<file path="config.mk">
export PLATFORM = sky130hd
export DESIGN_NAME = cpu_sequencer
export DESIGN_NICKNAME = d
export VERILOG_FILES = /design/src/rtl/cpu_sequencer.sv
export SDC_FILE = /design/constraint.sdc
export NUM_CORES = 1
export LEC_CHECK = 0
export ABC_CLOCK_PERIOD_IN_PS = 3800
export CAP_MARGIN = 0
export CORE_MARGIN = 2
export CORE_UTILIZATION = 31
export DETAILED_ROUTE_END_ITERATION = 16
export PLACE_DENSITY = 0.57
export SYNTH_ARGS = -nofsm -noshare
export SYNTH_HDL_FRONTEND = slang
export SYNTH_SLANG_ARGS = --single-unit
</file>
<file path="constraint.sdc">
create_clock -name clk -period 3.8 [get_ports clk]
set_input_delay 1.14 -clock clk [delete_from_list [all_inputs] [get_ports clk]]
set_output_delay 1.14 -clock clk [all_outputs]
set_load 0.1 [all_outputs]
</file>
<file path="src/rtl/cpu_sequencer.sv">
// Multi-cycle control sequencer for the RV64 datapath: FETCH/FWAIT/DECODE/EXEC/MEM/WB
// with halt at instruction boundaries, trap on illegal opcode, ecall/ebreak or memory timeout.
module cpu_sequencer #(
    parameter int IMEM_LATENCY = 1,
    parameter int MEM_TIMEOUT  = 16,
    parameter int CNT_W        = 32
) (
    input  logic             clk,
    input  logic             reset,
    input  logic [6:0]       opcode,
    input  logic             mem_ready,
    input  logic             halt_req,
    input  logic             resume,
    output logic             imem_en,
    output logic             ir_we,
    output logic             pc_we,
    output logic             rf_we,
    output logic             dmem_re,
    output logic             dmem_we,
    output logic             halted,
    output logic             trap,
    output logic [1:0]       trap_cause,
    output logic [2:0]       state,
    output logic [CNT_W-1:0] retired
);

    typedef enum logic [2:0] {
        S_FETCH  = 3'd0,
        S_FWAIT  = 3'd1,
        S_DECODE = 3'd2,
        S_EXEC   = 3'd3,
        S_MEM    = 3'd4,
        S_WB     = 3'd5,
        S_HALT   = 3'd6,
        S_TRAP   = 3'd7
    } state_t;

    localparam logic [6:0] OP_LOAD   = 7'b0000011;
    localparam logic [6:0] OP_STORE  = 7'b0100011;
    localparam logic [6:0] OP_BRANCH = 7'b1100011;
    localparam logic [6:0] OP_SYSTEM = 7'b1110011;

    localparam logic [1:0] CAUSE_ILLEGAL = 2'd1;
    localparam logic [1:0] CAUSE_TIMEOUT = 2'd2;
    localparam logic [1:0] CAUSE_ECALL   = 2'd3;

    localparam logic [1:0] LAT_INIT = 2'(IMEM_LATENCY - 1);
    localparam logic [7:0] TO_LAST  = 8'(MEM_TIMEOUT - 1);

    state_t           state_q, state_d;
    logic [1:0]       lat_q, lat_d;
    logic [7:0]       to_q, to_d;
    logic [1:0]       cause_q, cause_d;
    logic             is_load_q, is_load_d;
    logic             is_store_q, is_store_d;
    logic             no_rf_q, no_rf_d;
    logic [CNT_W-1:0] retired_q;
    logic             op_legal;

    always_comb begin
        op_legal = 1'b0;
        case (opcode)
            7'b0000011, 7'b0100011, 7'b0110011, 7'b0010011,
            7'b0011011, 7'b0111011, 7'b1100011, 7'b1101111,
            7'b1100111, 7'b0110111, 7'b0010111: op_legal = 1'b1;
            default:                            op_legal = 1'b0;
        endcase
    end

    // State register plus the small side registers that travel with it.
    always_ff @(posedge clk or posedge reset) begin
        if (reset) begin
            state_q    <= S_FETCH;
            lat_q      <= 2'd0;
            to_q       <= 8'd0;
            cause_q    <= 2'd0;
            is_load_q  <= 1'b0;
            is_store_q <= 1'b0;
            no_rf_q    <= 1'b0;
            retired_q  <= '0;
        end else begin
            state_q    <= state_d;
            lat_q      <= lat_d;
            to_q       <= to_d;
            cause_q    <= cause_d;
            is_load_q  <= is_load_d;
            is_store_q <= is_store_d;
            no_rf_q    <= no_rf_d;
            if (state_q == S_WB) begin
                retired_q <= retired_q + CNT_W'(1);
            end
        end
    end

    always_comb begin
        state_d    = state_q;
        lat_d      = lat_q;
        to_d       = to_q;
        cause_d    = cause_q;
        is_load_d  = is_load_q;
        is_store_d = is_store_q;
        no_rf_d    = no_rf_q;
        case (state_q)
            S_FETCH: begin
                state_d = S_FWAIT;
                lat_d   = LAT_INIT;
            end
            S_FWAIT: begin
                if (lat_q != 2'd0) begin
                    lat_d = lat_q - 2'd1;
                end else begin
                    state_d = S_DECODE;
                end
            end
            S_DECODE: begin
                // Opcode class is captured here so later states do not depend on the IR staying put.
                is_load_d  = (opcode == OP_LOAD);
                is_store_d = (opcode == OP_STORE);
                no_rf_d    = (opcode == OP_STORE) || (opcode == OP_BRANCH);
                if (opcode == OP_SYSTEM) begin
                    state_d = S_TRAP;
                    cause_d = CAUSE_ECALL;
                end else if (!op_legal) begin
                    state_d = S_TRAP;
                    cause_d = CAUSE_ILLEGAL;
                end else begin
                    state_d = S_EXEC;
                end
            end
            S_EXEC: begin
                to_d    = 8'd0;
                state_d = (is_load_q || is_store_q) ? S_MEM : S_WB;
            end
            S_MEM: begin
                // A ready arriving on the final allowed cycle still completes the access.
                if (mem_ready) begin
                    state_d = S_WB;
                end else if (to_q == TO_LAST) begin
                    state_d = S_TRAP;
                    cause_d = CAUSE_TIMEOUT;
                end else begin
                    to_d = to_q + 8'd1;
                end
            end
            S_WB: begin
                state_d = halt_req ? S_HALT : S_FETCH;
            end
            S_HALT: begin
                if (resume && !halt_req) begin
                    state_d = S_FETCH;
                end
            end
            S_TRAP: begin
                state_d = S_TRAP;
            end
            default: begin
                state_d = S_FETCH;
            end
        endcase
    end

    // Outputs are decoded from state only; reset masks them so FETCH shows no enable while held.
    always_comb begin
        imem_en = 1'b0;
        ir_we   = 1'b0;
        pc_we   = 1'b0;
        rf_we   = 1'b0;
        dmem_re = 1'b0;
        dmem_we = 1'b0;
        halted  = 1'b0;
        trap    = 1'b0;
        if (!reset) begin
            case (state_q)
                S_FETCH: imem_en = 1'b1;
                S_FWAIT: ir_we   = (lat_q == 2'd0);
                S_MEM: begin
                    dmem_re = is_load_q;
                    dmem_we = is_store_q;
                end
                S_WB: begin
                    pc_we = 1'b1;
                    rf_we = !no_rf_q;
                end
                S_HALT:  halted = 1'b1;
                S_TRAP:  trap   = 1'b1;
                default: ;
            endcase
        end
    end

    assign trap_cause = cause_q;
    assign state      = state_q;
    assign retired    = retired_q;

    a_enable_onehot: assert property (@(posedge clk) disable iff (reset)
        $onehot0({imem_en, ir_we, pc_we, dmem_re, dmem_we}));
    a_rf_with_pc: assert property (@(posedge clk) disable iff (reset) rf_we |-> pc_we);

endmodule

</file>
==> reports/metrics.csv, run 1 <==
metric,value,unit
worst path cell trace,clkdlybuf4s50_1 > clkinvlp_4 > and4_4 > buf_12,
fmax,0.282,GHz
hold buffer count at CTS,0,
"FF+latch count, synth",50,
Starting Density,32.3,%
WHS Endpoint,retired[31],
Critical-path top delay cell,clkdlybuf4s50_1,
"Net count, final",320,
sw power,959,uW
reg2reg end,state[0],
Clock Skews,0.00674,ns
Filler cells,774,
post-DR wirelength/cell,13.7,um
Synth area leaders,"dfrtp_1 (50%), xnor2_1 (9.1%), nand2_1 (4.0%)",
# setup viols final,0,
clk_lat worst skew,0.30,ns
crit path DAT,2.41,ns
Vias/cell,4.86,
n_diodes,0,
Critical Path Sink Type,output port,
fin area,3300,um2
first-pass GRT wire length,9400,um
top-area cell type share of the netlist area,49.9,%
HP Class,flip-flop to flip-flop,
sequential-to-total area share from yosys stat,49.9,%
max-cap viol count,0,
CTS Buf Count,5,
top cell types by occurrence after synthesis,"dfrtp_1 (50), nand2_1 (27), xnor2_1 (26), nor2_1 (22), nand3_1 (12)",
DRC,0,
Core Footprint,7770,um2
Detailed Place HPWL,4030,um
max incr delay on CP,0.75,ns
Post-CTS Setup Inserts,0,
pin count of the biggest net entering global routing,51,
DRT antenna net count,0,
grt total ovfl,0,
Area after DPL,3190,um2
syn avg cell area,10.1,um2
deepest clock path buffer count,2,
PortBufs,56,
PwrDens,613,nW/um2
multi-input logic area,1200,um2
Post-Syn Nets,263,
Yosys cell types,45,
gp weighted congestion,0.755,
io pins,57,
cell taking the most area after synthesis,dfrtp_1,
Die Span X,94.0,um
"Cell Area, Synth",2510,um2
Die Ht,94.0,um
Final WS setup,0.248,ns
Tmin final,3.55,ns
largest fanout on the critical path,8,
final-report max-slew violation count,0,
RSZ-0062 raised after global routing,no,
Leak,0.00147,uW
Setup Crit Path Kind,primary input to output port,
"Top FF cell, synth",dfrtp_1,
Int Pwr,1060,uW
Initial DRC Count,59,
final period utilization,93.5,%
Post-synth EDFFs,0,
Required @ worst endpoint,2.66,ns
Clk pwr share,19.0,%
YS warnings,0,
"Hold Vio Cnt, Final",0,
combinational power share,46.1,%
die footprint,8830,um2
hold path cells,1,
Reg area,1250,um2
drt pass-1 iters,4,
vias in the first global route,1896,
flop2flop setup slack,1.55,ns
cts repair resizes,0,
antenna violations before repair,0,
Flop pwr share,34.9,%
Worst Max-Slew Pin Slew,0.970,ns
Slew Limit Headroom,35.2,%
Total Routed Length,5610,um
Root Buffer,clkbuf_8,
final hold slack,0.481,ns
CTS tree,yes,
cell count of the worst reg-to-reg path,5,
ys async rst share,100,%
status,finished clean,
Reg2Reg Launch Point,state[1],
"Reg clk slew, reported paths",0.10,ns
post-layout util,42.4,%
hold path start,retired[31],
htree depth,2,
area delta synth->final,31.4,%
startpoint types,primary input,
DR vias,1982,
Setup WS pre-CTS,0.224,ns
Total Routing Usage GR,13.4,%
most frequent cell after synthesis,dfrtp_1,
Fin Setup TNS,0,ns
# rows,32,
Gate Count Post-Synth,248,
CTS Sinks,50,
Peak VDD IR,402,uV
share of layout cells above drive strength 1,21.9,%
Switching Share,47.5,%
stage by stage:
| stage | total power (uW) | std cells |
|---|---|---|
| finish | 2020 | 408 |
| global route | 2130 | 408 |
| CTS | 2040 | 408 |
| detailed placement | 1650 | 400 |
| global placement | 1650 | 400 |
| floorplan | 1420 | 248 |
how the worst max path moves through the flow:
| stage | slack (ns) | end | from | cells past startpoint |
|---|---|---|---|---|
| 2_1_floorplan | -0.30 | imem_en | state[2] | 3 |
| 3_3_place_gp | 0.23 | trap | reset | 4 |
| 3_5_place_dp | 0.22 | trap | reset | 4 |
| 4_1_cts | 0.23 | trap | reset | 4 |
| 5_1_grt | 0.17 | trap | reset | 4 |
| 6_report | 0.25 | trap | reset | 4 |
layout make-up:
cell class / instances / share of cell area, %
flip-flops and latches: 50 / 38.0
clock inverters: 2 / 1.14
repair buffers: 58 / 17.1
multi-input cells: 179 / 36.4
clock buffers: 6 / 2.20
inverters: 11 / 1.37
well taps: 102 / 3.87
power groups by stage:
stage | clock (uW) | combinational, uW | sequential, uW
after CTS | 398 | 938 | 705
after floorplan | 0 | 426 | 998
after global routing | 423 | 988 | 719
final | 384 | 931 | 705
after detailed placement | 0 | 936 | 714
after global placement | 0 | 930 | 715
placed cells by master (no fill, tap or decap), types with 2 or more instances in the layout:
master	count
and4_1	4
xor2_1	11
nand2_1	27
nand3b_1	2
dfrtp_1	50
o31a_1	2
clkinvlp_4	2
and3_1	6
nand4_1	9
a21oi_1	3
nand3_1	12
o21ai_0	4
buf_4	39
clkbuf_8	5
clkdlybuf4s50_1	11
xnor2_1	26
buf_12	8
nor3b_2	3
nor2_1	22
nor3_1	8
o31ai_1	2
inv_1	10
nor4_2	2
and2_1	5
nand2b_1	3
ha_1	3
layer usage:
metal,wire [um],vias up,global-route usage (%),share of wire [%]
li1,-,973,-,-
met1,2660,953,18.1,47
met2,2560,50,21.3,46
met3,329,6,3.93,5.9
met4,59,0,3.38,1.1
met5,0,-,0,0
worst max-delay path, delay by kind of cell:
family,cells,cell delay [ns]
buf+inv,3,1.08
simple gates,1,0.19
cell families after synthesis:
| family | Yosys count | share of synthesized area [%] |
|---|---|---|
| AOI/OAI and AO/OA | 26 | 8.48 |
| xor gates and xnor gates | 37 | 12.9 |
| adders and majority gates | 3 | 1.50 |
| buffers and inverters | 19 | 3.44 |
| DFF | 50 | 49.9 |
| muxes | 2 | 0.848 |
| and+or+nand+nor | 111 | 22.9 |
state kept, by name (all words and copies together) (netlist names):
register / count
is_store_q: 1
to_q: 8
trap_cause: 2
is_load_q: 1
state: 3
retired: 32
lat_q: 2
no_rf_q: 1
No activity file was read; power rests on OpenSTA's default activity.
==> inputs of run 2 (changes only) <==
--- a/config.mk
+++ b/config.mk
@@ -7,7 +7,7 @@
 export LEC_CHECK = 0
 export ABC_CLOCK_PERIOD_IN_PS = 3800
 export CAP_MARGIN = 0
-export CORE_MARGIN = 2
+export CORE_MARGIN = 3
 export CORE_UTILIZATION = 31
 export DETAILED_ROUTE_END_ITERATION = 16
 export PLACE_DENSITY = 0.57
==> run 2 against run 1 <==
Routed wire length decreased by 6.1%. Largest power group unchanged. Global-route usage decreased by 1.0 points. Via count decreased by 1.8%. Clock power decreased by 15%. Die area increased by 4.3%. Sequential cell count unchanged. Non-clock buffer count unchanged. Combinational power decreased by 1%. Fmax increased by 0.37%. Worst hold slack got worse by 0.0046 ns. Register-to-register slack improved by 0.05 ns. Sequential share of layout area increased by 0.17 points.
==> reports/metrics.csv, run 2 (same netlist as run 1, synthesis figures left out) <==
metric,value,unit
status,finished clean,
CTS Buf Count,5,
startpoint types,primary input,
Filler cells,772,
CTS Sinks,50,
die footprint,9210,um2
io pins,57,
crit path launch,reset,
Final Non-Filler Cells,408,
# setup viols final,0,
DP Cell Count,400,
Die Span X,96.0,um
max-cap viol count,0,
# rows,32,
vias in the first global route,1971,
final-report max-slew violation count,0,
Tmin final,3.54,ns
Required @ worst endpoint,2.66,ns
HP Class,flip-flop to flip-flop,
Peak VDD IR,445,uV
area delta synth->final,30.8,%
flop2flop setup slack,1.60,ns
Total Routing Usage GR,12.4,%
RSZ-0062 raised after global routing,no,
gp weighted congestion,0.764,
DR vias,1947,
"Net count, final",320,
grt total ovfl,0,
PwrDens,594,nW/um2
fmax,0.283,GHz
"most common cell after layout, fill and taps aside",dfrtp_1,
Area after DPL,3190,um2
Vias/cell,4.77,
hold buffer count at CTS,0,
DRT antenna net count,0,
Root Buffer,clkbuf_8,
Detailed Place HPWL,3880,um
share of layout cells above drive strength 1,22.2,%
Total Routed Length,5270,um
DRC,0,
pin count of the biggest net entering global routing,51,
Critical Path Sink,trap,
Slew Limit Headroom,39.5,%
Worst Max-Slew Pin Slew,0.905,ns
Initial DRC Count,67,
fin area,3280,um2
n_diodes,0,
cell count of the worst reg-to-reg path,5,
cts repair resizes,0,
"Hold Vio Cnt, Final",0,
post-DR wirelength/cell,12.9,um
max reg flops,32,
CTS tree,yes,
post-layout util,42.0,%
first-pass GRT wire length,9050,um
Clock Skews,0.0111,ns
Core Footprint,7810,um2
deepest clock path buffer count,2,
"Reg clk slew, reported paths",0.11,ns
clk_lat worst skew,0.30,ns
Critical Path Sink Type,output port,
Reg area,1250,um2
Setup Crit Path Kind,primary input to output port,
largest fanout on the critical path,8,
Starting Density,32.1,%
htree depth,2,
Leak,0.00146,uW
drt pass-1 iters,4,
reg2reg end,to_q[3],
"commonest non-fill, non-tap cells in the layout","dfrtp_1 (50), buf_4 (39), nand2_1 (27), xnor2_1 (26), nor2_1 (22)",
Post-CTS Setup Inserts,0,
PortBufs,56,
Reg2Reg Launch Point,state[1],
antenna violations before repair,0,
Die Ht,96.0,um
crit path DAT,2.40,ns
final period utilization,93.1,%
multi-input logic area,1200,um2
-- run 2: cell count changes in the layout (fill, tap and decap cells not counted) --
cell,before,now
inv_6,0,2
clkinv_4,0,1
clkbuf_1,1,0
bufinv_16,1,0
clkinvlp_4,2,1
-- run 2: worst min path at each step --
stage                           start          end  slack [ns]  depth (start not counted)
after global placement    retired[31]  retired[31]        0.47                          1
after detailed placement  retired[31]  retired[31]        0.47                          1
after global routing      retired[31]  retired[31]        0.50                          1
after CTS                 retired[31]  retired[31]        0.48                          1
final                     retired[31]  retired[31]        0.48                          1
after floorplan            is_store_q   is_store_q        0.46                          2
-- run 2: area by class of cell --
class | instances | share of cell area, %
Sequential cell | 50 | 38.1
Multi-Input combinational cell | 179 | 36.6
Timing Repair Buffer | 58 | 17.2
Tap cell | 102 | 3.89
Clock buffer | 5 | 2.10
Inverter | 11 | 1.37
Clock inverter | 3 | 0.801
-- run 2: per-stage QoR --
stage	setup TNS, ns	hold WS, ns	power, uW	worst slack, ns
6_report	0	0.477	1950	0.261
3_3_place_gp	0	0.465	1640	0.230
5_1_grt	0	0.502	2070	0.207
4_1_cts	0	0.483	1980	0.245
2_1_floorplan	-0.583	0.461	1420	-0.299
3_5_place_dp	0	0.467	1640	0.245
-- run 2: power breakdown --
group	switching, uW	internal (uW)	leakage [uW]	total, uW
Clock	191	136	0.0000491	327
Combinational	659	262	0.000742	921
Sequential	99.9	603	0.000673	702
Total	950	1000	0.00146	1950
-- run 2: routing by layer --
layer | track usage (%) | wire length (um)
met1 | 15.9 | 2490
met2 | 20.2 | 2410
met3 | 3.75 | 341
met4 | 3.55 | 34
met5 | 0 | 0
-- run 2: critical path: stages --
cell and delay, ns:
clkdlybuf4s50_1 0.74, clkinvlp_4 0.17, and4_4 0.19, buf_12 0.16
==> inputs of run 3 (changes only) <==
--- a/config.mk
+++ b/config.mk
@@ -8,9 +8,9 @@
 export ABC_CLOCK_PERIOD_IN_PS = 3800
 export CAP_MARGIN = 0
 export CORE_MARGIN = 3
-export CORE_UTILIZATION = 31
+export CORE_UTILIZATION = 45
 export DETAILED_ROUTE_END_ITERATION = 16
-export PLACE_DENSITY = 0.57
+export PLACE_DENSITY = 0.77
 export SYNTH_ARGS = -nofsm -noshare
 export SYNTH_HDL_FRONTEND = slang
 export SYNTH_SLANG_ARGS = --single-unit
==> run 3 against run 2 <==
Global-route usage up 4.9 points. Fmax is 0.36% lower. Total power shrank 0.25%. First-iteration DRC count decreased by 6.0%. Sequential power rose by 0.6%. Largest cell class unchanged. Die area fell by 29%. Sequential cell count unchanged. Clock power down 5%. Worst hold slack improved by 0.0031 ns.
==> reports/metrics.csv, run 3 (same netlist as run 1, synthesis figures left out) <==
metric,value,unit
status,finished clean,
Core Footprint,5240,um2
max reg flops,32,
Leak,0.00146,uW
gp weighted congestion,0.753,
Initial DRC Count,63,
post-DR wirelength/cell,13.7,um
io pins,57,
hold buffer count at CTS,0,
DP Cell Count,368,
DRC,0,
Filler cells,450,
Post-CTS Setup Inserts,0,
RSZ-0062 raised after global routing,no,
# setup viols final,0,
share of layout cells above drive strength 1,22.2,%
Setup Crit Path Kind,primary input to output port,
Slew Limit Headroom,41.0,%
reg2reg end,state[0],
total chip power,1950,uW
crit path launch,reset,
max incr delay on CP,0.74,ns
Total Routed Length,5160,um
"most common cell after layout, fill and taps aside",dfrtp_1,
area delta synth->final,29.0,%
crit path DAT,2.41,ns
routed wl met2,2630,um
hold path start,retired[31],
DRT antenna net count,0,
worst path cell trace,clkdlybuf4s50_1 > clkinvlp_4 > and4_4 > buf_12,
multi-input logic area,1200,um2
"Net count, final",320,
clk_lat worst skew,0.30,ns
Setup WS pre-CTS,0.254,ns
Required @ worst endpoint,2.66,ns
drt pass-1 iters,4,
cts repair resizes,0,
HP Class,flip-flop to flip-flop,
Detailed Place HPWL,3960,um
DR top layer,met4,
Die Span X,80.7,um
Total Routing Usage GR,17.3,%
Vias/cell,5.36,
CTS tree,yes,
Final WS setup,0.248,ns
grt total ovfl,0,
Critical Path Sink Type,output port,
n_diodes,0,
vias in the first global route,1951,
WHS Endpoint,retired[31],
"commonest non-fill, non-tap cells in the layout","dfrtp_1 (50), buf_4 (39), nand2_1 (27), xnor2_1 (26), nor2_1 (22)",
DR vias,2017,
hold path cells,1,
Starting Density,47.9,%
Peak VDD IR,461,uV
Root Buffer,clkbuf_8,
deepest clock path buffer count,2,
Critical-path top delay cell,clkdlybuf4s50_1,
PortBufs,56,
CTS Sinks,50,
PwrDens,601,nW/um2
"Reg clk slew, reported paths",0.09,ns
antenna violations before repair,0,
pin count of the biggest net entering global routing,51,
Reg area,1250,um2
cell count of the worst reg-to-reg path,5,
fmax,0.282,GHz
DR WL met3,268,um
Die Ht,80.7,um
# rows,26,
Post-Route M1 WL,2210,um
flop2flop setup slack,1.64,ns
final period utilization,93.5,%
htree depth,2,
Clock Skews,0.00760,ns
Tmin final,3.55,ns
startpoint types,primary input,
max-cap viol count,0,
largest fanout on the critical path,8,
CTS Buf Count,5,
final hold slack,0.480,ns
die footprint,6510,um2
final-report max-slew violation count,0,
Worst Max-Slew Pin Slew,0.883,ns
Final Non-Filler Cells,376,
Reg2Reg Launch Point,state[1],
"Hold Vio Cnt, Final",0,
first-pass GRT wire length,8740,um
run 3: cell count changes in the layout (fill, tap and decap cells not counted):
cell	change
inv_6	-2
clkinv_2	+1
clkinvlp_4	+1
run 3: area by class of cell:
cell class | instances | area share (%)
Clock buffer | 5 | 2.13
Clock inverter | 3 | 0.657
Inverter | 11 | 1.39
Multi-Input combinational cell | 179 | 37.1
Sequential cell | 50 | 38.7
Tap cell | 70 | 2.71
Timing Repair Buffer | 58 | 17.4
run 3: metrics by stage:
stage	utilization, %	instance area, um2	TNS [ns]
global placement	60.1	3150	0
global route	61.8	3240	0
CTS	61.8	3240	0
floorplan	-	2540	-0.583
finish	61.8	3240	0
detailed placement	60.1	3150	0
run 3: power breakdown:
group | internal, uW | switching [uW]
logic | 262 | 666
clock network | 130 | 181
registers | 603 | 104
total | 995 | 951
run 3: how the worst max path moves through the flow:
stage               endpoint  depth (start not counted)
global route            trap                          4
CTS                     trap                          4
floorplan            imem_en                          3
global placement        trap                          4
finish                  trap                          4
detailed placement      trap                          4
run 3: worst max-delay path: cells and delay by family:
kind / cells / cell delay (ns)
buffers and inverters: 3 / 1.07
AND/OR/NAND/NOR: 1 / 0.19
run 3: per-layer routing:
metal,GRT usage (%),vias to the layer above
li1,-,980
met1,20.4,991
met2,31.0,40
met3,4.71,6
met4,4.56,0
met5,0,-
